$ cat src/rtl/l2_fill_arbiter.sv
// l2_fill_arbiter
// Shares one memory read-address channel among the line-fill request ports of
// N_REQ tiles using round-robin arbitration. Read data is steered back to the
// requesting tile by the requester index carried in the upper ID bits.
// Each requester may have at most 2^LOG_N_MSHR fills in flight.
//
// Ports:
//   clk, rstn                      clock, asynchronous active-low reset
//   req_valid/ready/addr/id        per-tile fill request channel (packed buses)
//   mem_ar{valid,ready,addr,id}    registered read-address channel to memory
//   mem_r{valid,ready,id,data}     read-data channel from memory
//   resp_valid/ready, resp_id/data one-hot response valid, shared id/data bus
//   err_underflow                  sticky: response with nothing outstanding,
//                                  or response ID naming a non-existent tile
//   stall_cycles                   saturating count of cycles where some request
//                                  was pending but none was accepted
module l2_fill_arbiter #(
    parameter int N_REQ            = 4,
    parameter int LOG_N_MSHR       = 4,
    parameter int ADDR_BITS        = 34,
    parameter int CACHE_BYTE_WIDTH = 6,
    parameter int DATA_W           = 512,
    localparam int LOG_REQ         = (N_REQ > 1) ? $clog2(N_REQ) : 1
) (
    input  logic                            clk,
    input  logic                            rstn,
    input  logic [N_REQ-1:0]                req_valid,
    output logic [N_REQ-1:0]                req_ready,
    input  logic [N_REQ*ADDR_BITS-1:0]      req_addr,
    input  logic [N_REQ*LOG_N_MSHR-1:0]     req_id,
    output logic                            mem_arvalid,
    input  logic                            mem_arready,
    output logic [ADDR_BITS-1:0]            mem_araddr,
    output logic [LOG_REQ+LOG_N_MSHR-1:0]   mem_arid,
    input  logic                            mem_rvalid,
    output logic                            mem_rready,
    input  logic [LOG_REQ+LOG_N_MSHR-1:0]   mem_rid,
    input  logic [DATA_W-1:0]               mem_rdata,
    output logic [N_REQ-1:0]                resp_valid,
    input  logic [N_REQ-1:0]                resp_ready,
    output logic [LOG_N_MSHR-1:0]           resp_id,
    output logic [DATA_W-1:0]               resp_data,
    output logic                            err_underflow,
    output logic [31:0]                     stall_cycles
);

    localparam int ID_W  = LOG_REQ + LOG_N_MSHR;
    localparam int CNT_W = LOG_N_MSHR + 1;

    // Clears the byte-offset bits so memory always sees a line-aligned address.
    function automatic logic [ADDR_BITS-1:0] line_align(input logic [ADDR_BITS-1:0] addr);
        return {addr[ADDR_BITS-1:CACHE_BYTE_WIDTH], {CACHE_BYTE_WIDTH{1'b0}}};
    endfunction

    logic [CNT_W-1:0]     outstanding_r [N_REQ];
    logic [LOG_REQ-1:0]   rr_ptr_r;
    logic                 ar_valid_r;
    logic [ADDR_BITS-1:0] ar_addr_r;
    logic [ID_W-1:0]      ar_id_r;
    logic                 err_r;
    logic [31:0]          stall_r;

    logic                 load_s;
    logic [N_REQ-1:0]     eligible_s;
    logic                 grant_found_s;
    logic [LOG_REQ-1:0]   grant_idx_s;
    logic [N_REQ-1:0]     req_hs_s;
    logic [LOG_REQ-1:0]   rsp_sel_s;
    logic                 rsp_sel_ok_s;
    logic [N_REQ-1:0]     resp_valid_s;
    logic [N_REQ-1:0]     rsp_hs_s;
    logic                 mem_rready_s;
    logic                 underflow_s;

    // The output slot can take a new request when empty or when it drains this cycle.
    assign load_s = ~ar_valid_r | mem_arready;

    // A requester is eligible while it has a request and a free MSHR credit;
    // the counter's top bit is set exactly when all 2^LOG_N_MSHR are in use.
    always_comb begin
        eligible_s = '0;
        for (int i = 0; i < N_REQ; i++) begin
            eligible_s[i] = req_valid[i] & ~outstanding_r[i][LOG_N_MSHR];
        end
    end

    // Round-robin search: first eligible requester at or after rr_ptr, wrapping.
    always_comb begin
        int                 idx_v;
        logic [LOG_REQ-1:0] cand_v;
        grant_found_s = 1'b0;
        grant_idx_s   = '0;
        idx_v         = 0;
        cand_v        = '0;
        for (int k = 0; k < N_REQ; k++) begin
            idx_v = int'(rr_ptr_r) + k;
            if (idx_v >= N_REQ) begin
                idx_v = idx_v - N_REQ;
            end else begin
                idx_v = idx_v;
            end
            cand_v = idx_v[LOG_REQ-1:0];
            if (!grant_found_s && eligible_s[cand_v]) begin
                grant_found_s = 1'b1;
                grant_idx_s   = cand_v;
            end else begin
                grant_found_s = grant_found_s;
            end
        end
    end

    // Request handshake: ready is raised only for the granted requester, and
    // only when the output slot can load, so ready implies handshake.
    always_comb begin
        req_hs_s = '0;
        if (load_s && grant_found_s) begin
            req_hs_s[grant_idx_s] = 1'b1;
        end else begin
            req_hs_s = '0;
        end
    end

    // Combinational response routing by the requester index in the returned ID.
    always_comb begin
        rsp_sel_s    = mem_rid[ID_W-1 -: LOG_REQ];
        rsp_sel_ok_s = (int'(rsp_sel_s) < N_REQ);
        resp_valid_s = '0;
        rsp_hs_s     = '0;
        mem_rready_s = 1'b1;                       // unknown requester: drop data
        underflow_s  = mem_rvalid & ~rsp_sel_ok_s;
        for (int i = 0; i < N_REQ; i++) begin
            if (int'(rsp_sel_s) == i) begin
                resp_valid_s[i] = mem_rvalid;
                mem_rready_s    = resp_ready[i];
                rsp_hs_s[i]     = mem_rvalid & resp_ready[i];
                underflow_s     = mem_rvalid & resp_ready[i] & (outstanding_r[i] == '0);
            end else begin
                resp_valid_s[i] = 1'b0;
            end
        end
    end

    // Output slot for the read-address channel; holds steady while stalled.
    always_ff @(posedge clk or negedge rstn) begin
        if (!rstn) begin
            ar_valid_r <= 1'b0;
            ar_addr_r  <= '0;
            ar_id_r    <= '0;
        end else if (load_s && grant_found_s) begin
            ar_valid_r <= 1'b1;
            ar_addr_r  <= line_align(req_addr[grant_idx_s*ADDR_BITS +: ADDR_BITS]);
            ar_id_r    <= {grant_idx_s, req_id[grant_idx_s*LOG_N_MSHR +: LOG_N_MSHR]};
        end else if (load_s) begin
            ar_valid_r <= 1'b0;
        end else begin
            ar_valid_r <= ar_valid_r;
        end
    end

    // Round-robin pointer advances past the winner; unchanged without a grant.
    always_ff @(posedge clk or negedge rstn) begin
        if (!rstn) begin
            rr_ptr_r <= '0;
        end else if (load_s && grant_found_s) begin
            if (int'(grant_idx_s) == N_REQ - 1) begin
                rr_ptr_r <= '0;
            end else begin
                rr_ptr_r <= grant_idx_s + LOG_REQ'(1);
            end
        end else begin
            rr_ptr_r <= rr_ptr_r;
        end
    end

    // Per-requester in-flight counters; a response at zero leaves it at zero.
    always_ff @(posedge clk or negedge rstn) begin
        if (!rstn) begin
            for (int i = 0; i < N_REQ; i++) begin
                outstanding_r[i] <= '0;
            end
        end else begin
            for (int i = 0; i < N_REQ; i++) begin
                if (req_hs_s[i] && !rsp_hs_s[i]) begin
                    outstanding_r[i] <= outstanding_r[i] + CNT_W'(1);
                end else if (!req_hs_s[i] && rsp_hs_s[i] && (outstanding_r[i] != '0)) begin
                    outstanding_r[i] <= outstanding_r[i] - CNT_W'(1);
                end else begin
                    outstanding_r[i] <= outstanding_r[i];
                end
            end
        end
    end

    // Sticky underflow flag, cleared only by reset.
    always_ff @(posedge clk or negedge rstn) begin
        if (!rstn) begin
            err_r <= 1'b0;
        end else if (underflow_s) begin
            err_r <= 1'b1;
        end else begin
            err_r <= err_r;
        end
    end

    // Saturating count of cycles with a pending request but no acceptance.
    always_ff @(posedge clk or negedge rstn) begin
        if (!rstn) begin
            stall_r <= 32'd0;
        end else if ((|req_valid) && !(|req_hs_s) && (stall_r != 32'hFFFF_FFFF)) begin
            stall_r <= stall_r + 32'd1;
        end else begin
            stall_r <= stall_r;
        end
    end

    assign req_ready     = req_hs_s;
    assign mem_arvalid   = ar_valid_r;
    assign mem_araddr    = ar_addr_r;
    assign mem_arid      = ar_id_r;
    assign mem_rready    = mem_rready_s;
    assign resp_valid    = resp_valid_s;
    assign resp_id       = mem_rid[LOG_N_MSHR-1:0];
    assign resp_data     = mem_rdata;
    assign err_underflow = err_r;
    assign stall_cycles  = stall_r;

endmodule

$ cat config.mk
export PLATFORM = sky130hd
export DESIGN_NAME = l2_fill_arbiter
export DESIGN_NICKNAME = d
export VERILOG_FILES = /design/src/rtl/l2_fill_arbiter.sv
export SDC_FILE = /design/constraint.sdc
export NUM_CORES = 1
export LEC_CHECK = 0
export ABC_AREA = 1
export CORE_AREA = 2 2 503 505
export CTS_BUF_LIST = sky130_fd_sc_hd__clkbuf_8
export DETAILED_ROUTE_END_ITERATION = 10
export DIE_AREA = 0 0 505 507
export PLACE_DENSITY = 0.32
export SYNTH_ARGS = -nofsm -noshare
export SYNTH_HDL_FRONTEND = slang
export SYNTH_SLANG_ARGS = --single-unit
$ cat constraint.sdc
create_clock -name clk -period 3.6 [get_ports clk]
set_input_delay 0.72 -clock clk [delete_from_list [all_inputs] [get_ports clk]]
set_output_delay 0.72 -clock clk [all_outputs]
set_load 0.02 [all_outputs]
==> results.sh <==
export IMPL_static_leakage_nw=4.22
export IMPL_cts_root_buf="sky130_fd_sc_hd__clkbuf_8"
export IMPL_synth_area_per_cell_sq_um=7.30
export IMPL_max_stage_delay_ns=0.54
export IMPL_die_w_um=505
export IMPL_setup_viol=0
export IMPL_yosys_cell_types_count=40
export IMPL_worst_path_buf_inv=3
export IMPL_path_clk_slew_ns=0.17
export IMPL_total_power_w=0.0103
export IMPL_via_per_inst=1.77
export IMPL_critPathKind="primary input to output port"
export IMPL_crit_path_time_final_ns=3.36
export IMPL_synthesis_instances=1339
export IMPL_gp_routability_congestion=0.785
export IMPL_initial_utilization_pct=3.90
export IMPL_end_kind="output port"
export IMPL_postPlaceCellArea_sq_um=12600
export IMPL_worstPathArrival_ns=2.64
export IMPL_clkLatencyLatePin_ns=0.51
export IMPL_postSynthRegisterBits=90
export IMPL_final_net_count=1783
export IMPL_fp_coreArea_sq_um=250000
export IMPL_slew_viol_final=0
export IMPL_detailedRoute_firstIterationViolations=621
export IMPL_die_footprint_sq_um=256000
export IMPL_port_buffers=218
export IMPL_boundaryPins=1281
export IMPL_cp_data_required_time_ns=2.88
export IMPL_grt_first_pass_wirelength_mm=141
export IMPL_worstSetupPathDepth=13
export IMPL_area_growth_from_synthesis_to_layout_pct=31.5
export IMPL_finish_utilization_pct=5.13
export IMPL_post_synth_top_count_cell="sky130_fd_sc_hd__buf_4"
export IMPL_ant_nets=0
export IMPL_critical_path_peak_fanout=7
export IMPL_grt_setup_unrepaired="false"
export IMPL_synth_top_area_share_pct=40.2
export IMPL_first_global_vias=7970
export IMPL_critical_path_slowest_cell="sky130_fd_sc_hd__clkdlybuf4s50_1"
export IMPL_setup_reg_to_reg_worst_slack_ns=0.56
export IMPL_clock_buffers_created_by_tritoncts=9
export IMPL_global_route_overflow_total=0
export IMPL_cts_sinks=90
export IMPL_worst_path_most_repeated_cell="sky130_fd_sc_hd__nand2_1"
export IMPL_cts_htree_levels=3
export IMPL_synthFlopType="sky130_fd_sc_hd__dfrtp_1"
export IMPL_clock_tree_from_tritoncts="yes"
export IMPL_hpwl_mm=113
export IMPL_routed_wire_length_per_instance_um=27.6
export IMPL_largest_net_degree_at_the_start_of_global_routing=41
export IMPL_drv_cap=0
export IMPL_timing_critical_path_from_type="primary input"
export IMPL_dr_total_vias=7858
export IMPL_path_cells="clkdlybuf4s50_1, nand3_1, nand2_1, nand2_1, nand2_1, nor2_1, nor2_1, nand2_1, nand2_4, buf_12, nand2_2, nor2_2, dlygate4sd2_1"
export IMPL_layout_worst_path_cycle_share_pct=93.3
export IMPL_power_density_cell_area_nw_per_um2=805
export IMPL_grt_use_total_pct=9.23
export IMPL_r2r_cells=19
export IMPL_max_freq_mhz=298
export IMPL_synth_async_reset_ratio_pct=100
export IMPL_drt_first_pass_iters=7
export IMPL_ys_top_cells_by_area="sky130_fd_sc_hd__buf_4, sky130_fd_sc_hd__dfrtp_1, sky130_fd_sc_hd__nand2_1"
export IMPL_synth_cell_area_sq_um=9770
export IMPL_synth_enable_flop_cells=0
export IMPL_yosysWarningCount=0
export IMPL_ctsLongestPathBuffers=2
export IMPL_final_routed_wirelength_mm=123
export IMPL_holdCritPathClass="primary input to asynchronous set/reset pin"
export IMPL_synth_seq_area_share_pct=23.1
export IMPL_worst_clock_skew_ns=0.0322
export IMPL_peakVddDrop_uv=548
export IMPL_fp_row_count=184
export IMPL_tightest_slew_ns=0.885
export IMPL_relSlewSlack_pct=41.0
export IMPL_final_layout_size_suffix_gt1_share_pct=10.9
export IMPL_yosys_top_cells_count="sky130_fd_sc_hd__buf_4, sky130_fd_sc_hd__nand2_1, sky130_fd_sc_hd__dfrtp_1"
export IMPL_critical_path_top_delay_family="buffers and inverters"
export IMPL_drc=0
export IMPL_antenna_found_initial=40
export IMPL_cts_hold_buffers_added=0
export IMPL_final_hold_violation_count=0
export IMPL_chipHeight_um=507
export IMPL_netlist_top_cell_by_area="sky130_fd_sc_hd__buf_4"
export IMPL_status="complete, no violations"
export IMPL_whs_ns=0.261
export IMPL_final_design_area_no_fill_sq_um=12800
## worst paths after layout
path	from	end
worst max-delay path	req_valid[3]	req_ready[0]
worst min register to register	mem_araddr[20]$_DFFE_PN0N_	mem_araddr[20]$_DFFE_PN0N_
worst min-delay path	rstn	mem_araddr[31]$_DFFE_PN0N_
max in group asynchronous	rstn	mem_araddr[33]$_DFFE_PN0N_
min in group clk	mem_araddr[20]$_DFFE_PN0N_	mem_araddr[20]$_DFFE_PN0N_
worst max register to register	outstanding_r[9]$_DFFE_PN0P_	outstanding_r[4]$_DFFE_PN0P_
## registers in the layout, summed over array words and instances, names as in the netlist
| name | flops |
|---|---|
| mem_arid | 6 |
| stall_cycles | 32 |
| outstanding_r | 20 |
| err_underflow | 1 |
| rr_ptr_r | 2 |
| mem_araddr | 28 |
| mem_arvalid | 1 |
## per-layer routing
| layer | vias to the layer above | global-route usage [%] | wire length, um |
|---|---|---|---|
| li1 | 3173 | - | - |
| met1 | 3351 | 4.54 | 21300 |
| met2 | 932 | 14.5 | 54700 |
| met3 | 380 | 13.1 | 37500 |
| met4 | 22 | 6.02 | 8960 |
| met5 | - | 0.778 | 361 |
## kinds of logic after synthesis
logic type | Yosys count | share of synthesized area (%)
compound gates | 34 | 2.23
fa+ha+maj | 17 | 2.49
other cells | 1 | 0.0384
xor+xnor | 42 | 3.77
flops | 90 | 23.1
buf+inv | 598 | 43.3
simple gates | 557 | 25.1
## what timing repair did
action | CTS | global route
pin swaps | 1 | 0
setup endpoints to repair | 4 | 2
buffers inserted | 1 | 0
gates resized for setup | 8 | 4
## layout make-up
| cell class | count | area (sq um) |
|---|---|---|
| fill | 29889 | 238000 |
| tap | 3348 | 4190 |
| multi-input combinational | 656 | 3310 |
| timing repair buffer | 274 | 2670 |
| sequential | 90 | 2250 |
| inverter | 53 | 201 |
| clock buffer | 9 | 124 |
| clock inverter | 7 | 76.3 |
| antenna | 7 | 17.5 |
## stage by stage
step | setup slack, ns | instances | TNS [ns]
2_1_floorplan | 0.632 | 1344 | 0
3_3_place_gp | -0.140 | 4420 | -0.553
3_5_place_dp | -0.144 | 4420 | -0.394
4_1_cts | 0.0836 | 4437 | 0
5_1_grt | 0.0954 | 4440 | 0
6_report | 0.242 | 4444 | 0
## power breakdown
part	total (W)	internal, W	switching (W)
registers	0.00180	0.00143	0.000367
clock network	0.000934	0.000278	0.000657
logic	0.00761	0.00272	0.00489
## cell usage in the layout, fill, tap and decap left out, types with 3 or more instances in the layout
master,instances
sky130_fd_sc_hd__conb_1,6
sky130_fd_sc_hd__inv_2,6
sky130_fd_sc_hd__nand3_1,47
sky130_fd_sc_hd__nor2_1,32
sky130_fd_sc_hd__a31oi_1,4
sky130_fd_sc_hd__nand2_4,3
sky130_fd_sc_hd__o21ai_0,6
sky130_fd_sc_hd__nand3_2,8
sky130_fd_sc_hd__nand2_2,6
sky130_fd_sc_hd__buf_12,7
sky130_fd_sc_hd__o21ai_1,6
sky130_fd_sc_hd__nand4_1,39
sky130_fd_sc_hd__nand2_1,381
sky130_fd_sc_hd__inv_1,46
sky130_fd_sc_hd__clkdlybuf4s50_1,210
sky130_fd_sc_hd__dfrtp_1,88
sky130_fd_sc_hd__nor4_1,9
sky130_fd_sc_hd__xnor2_1,8
sky130_fd_sc_hd__nor2_4,6
sky130_fd_sc_hd__ha_1,13
sky130_fd_sc_hd__xor2_1,34
sky130_fd_sc_hd__a21o_1,4
sky130_fd_sc_hd__a21oi_1,7
sky130_fd_sc_hd__diode_2,7
sky130_fd_sc_hd__clkbuf_8,9
sky130_fd_sc_hd__buf_4,53
sky130_fd_sc_hd__fa_1,4
sky130_fd_sc_hd__nor3_1,16
sky130_fd_sc_hd__inv_8,3
sky130_fd_sc_hd__nor2_2,3
Note: power is estimated with default switching activity, not from simulation.
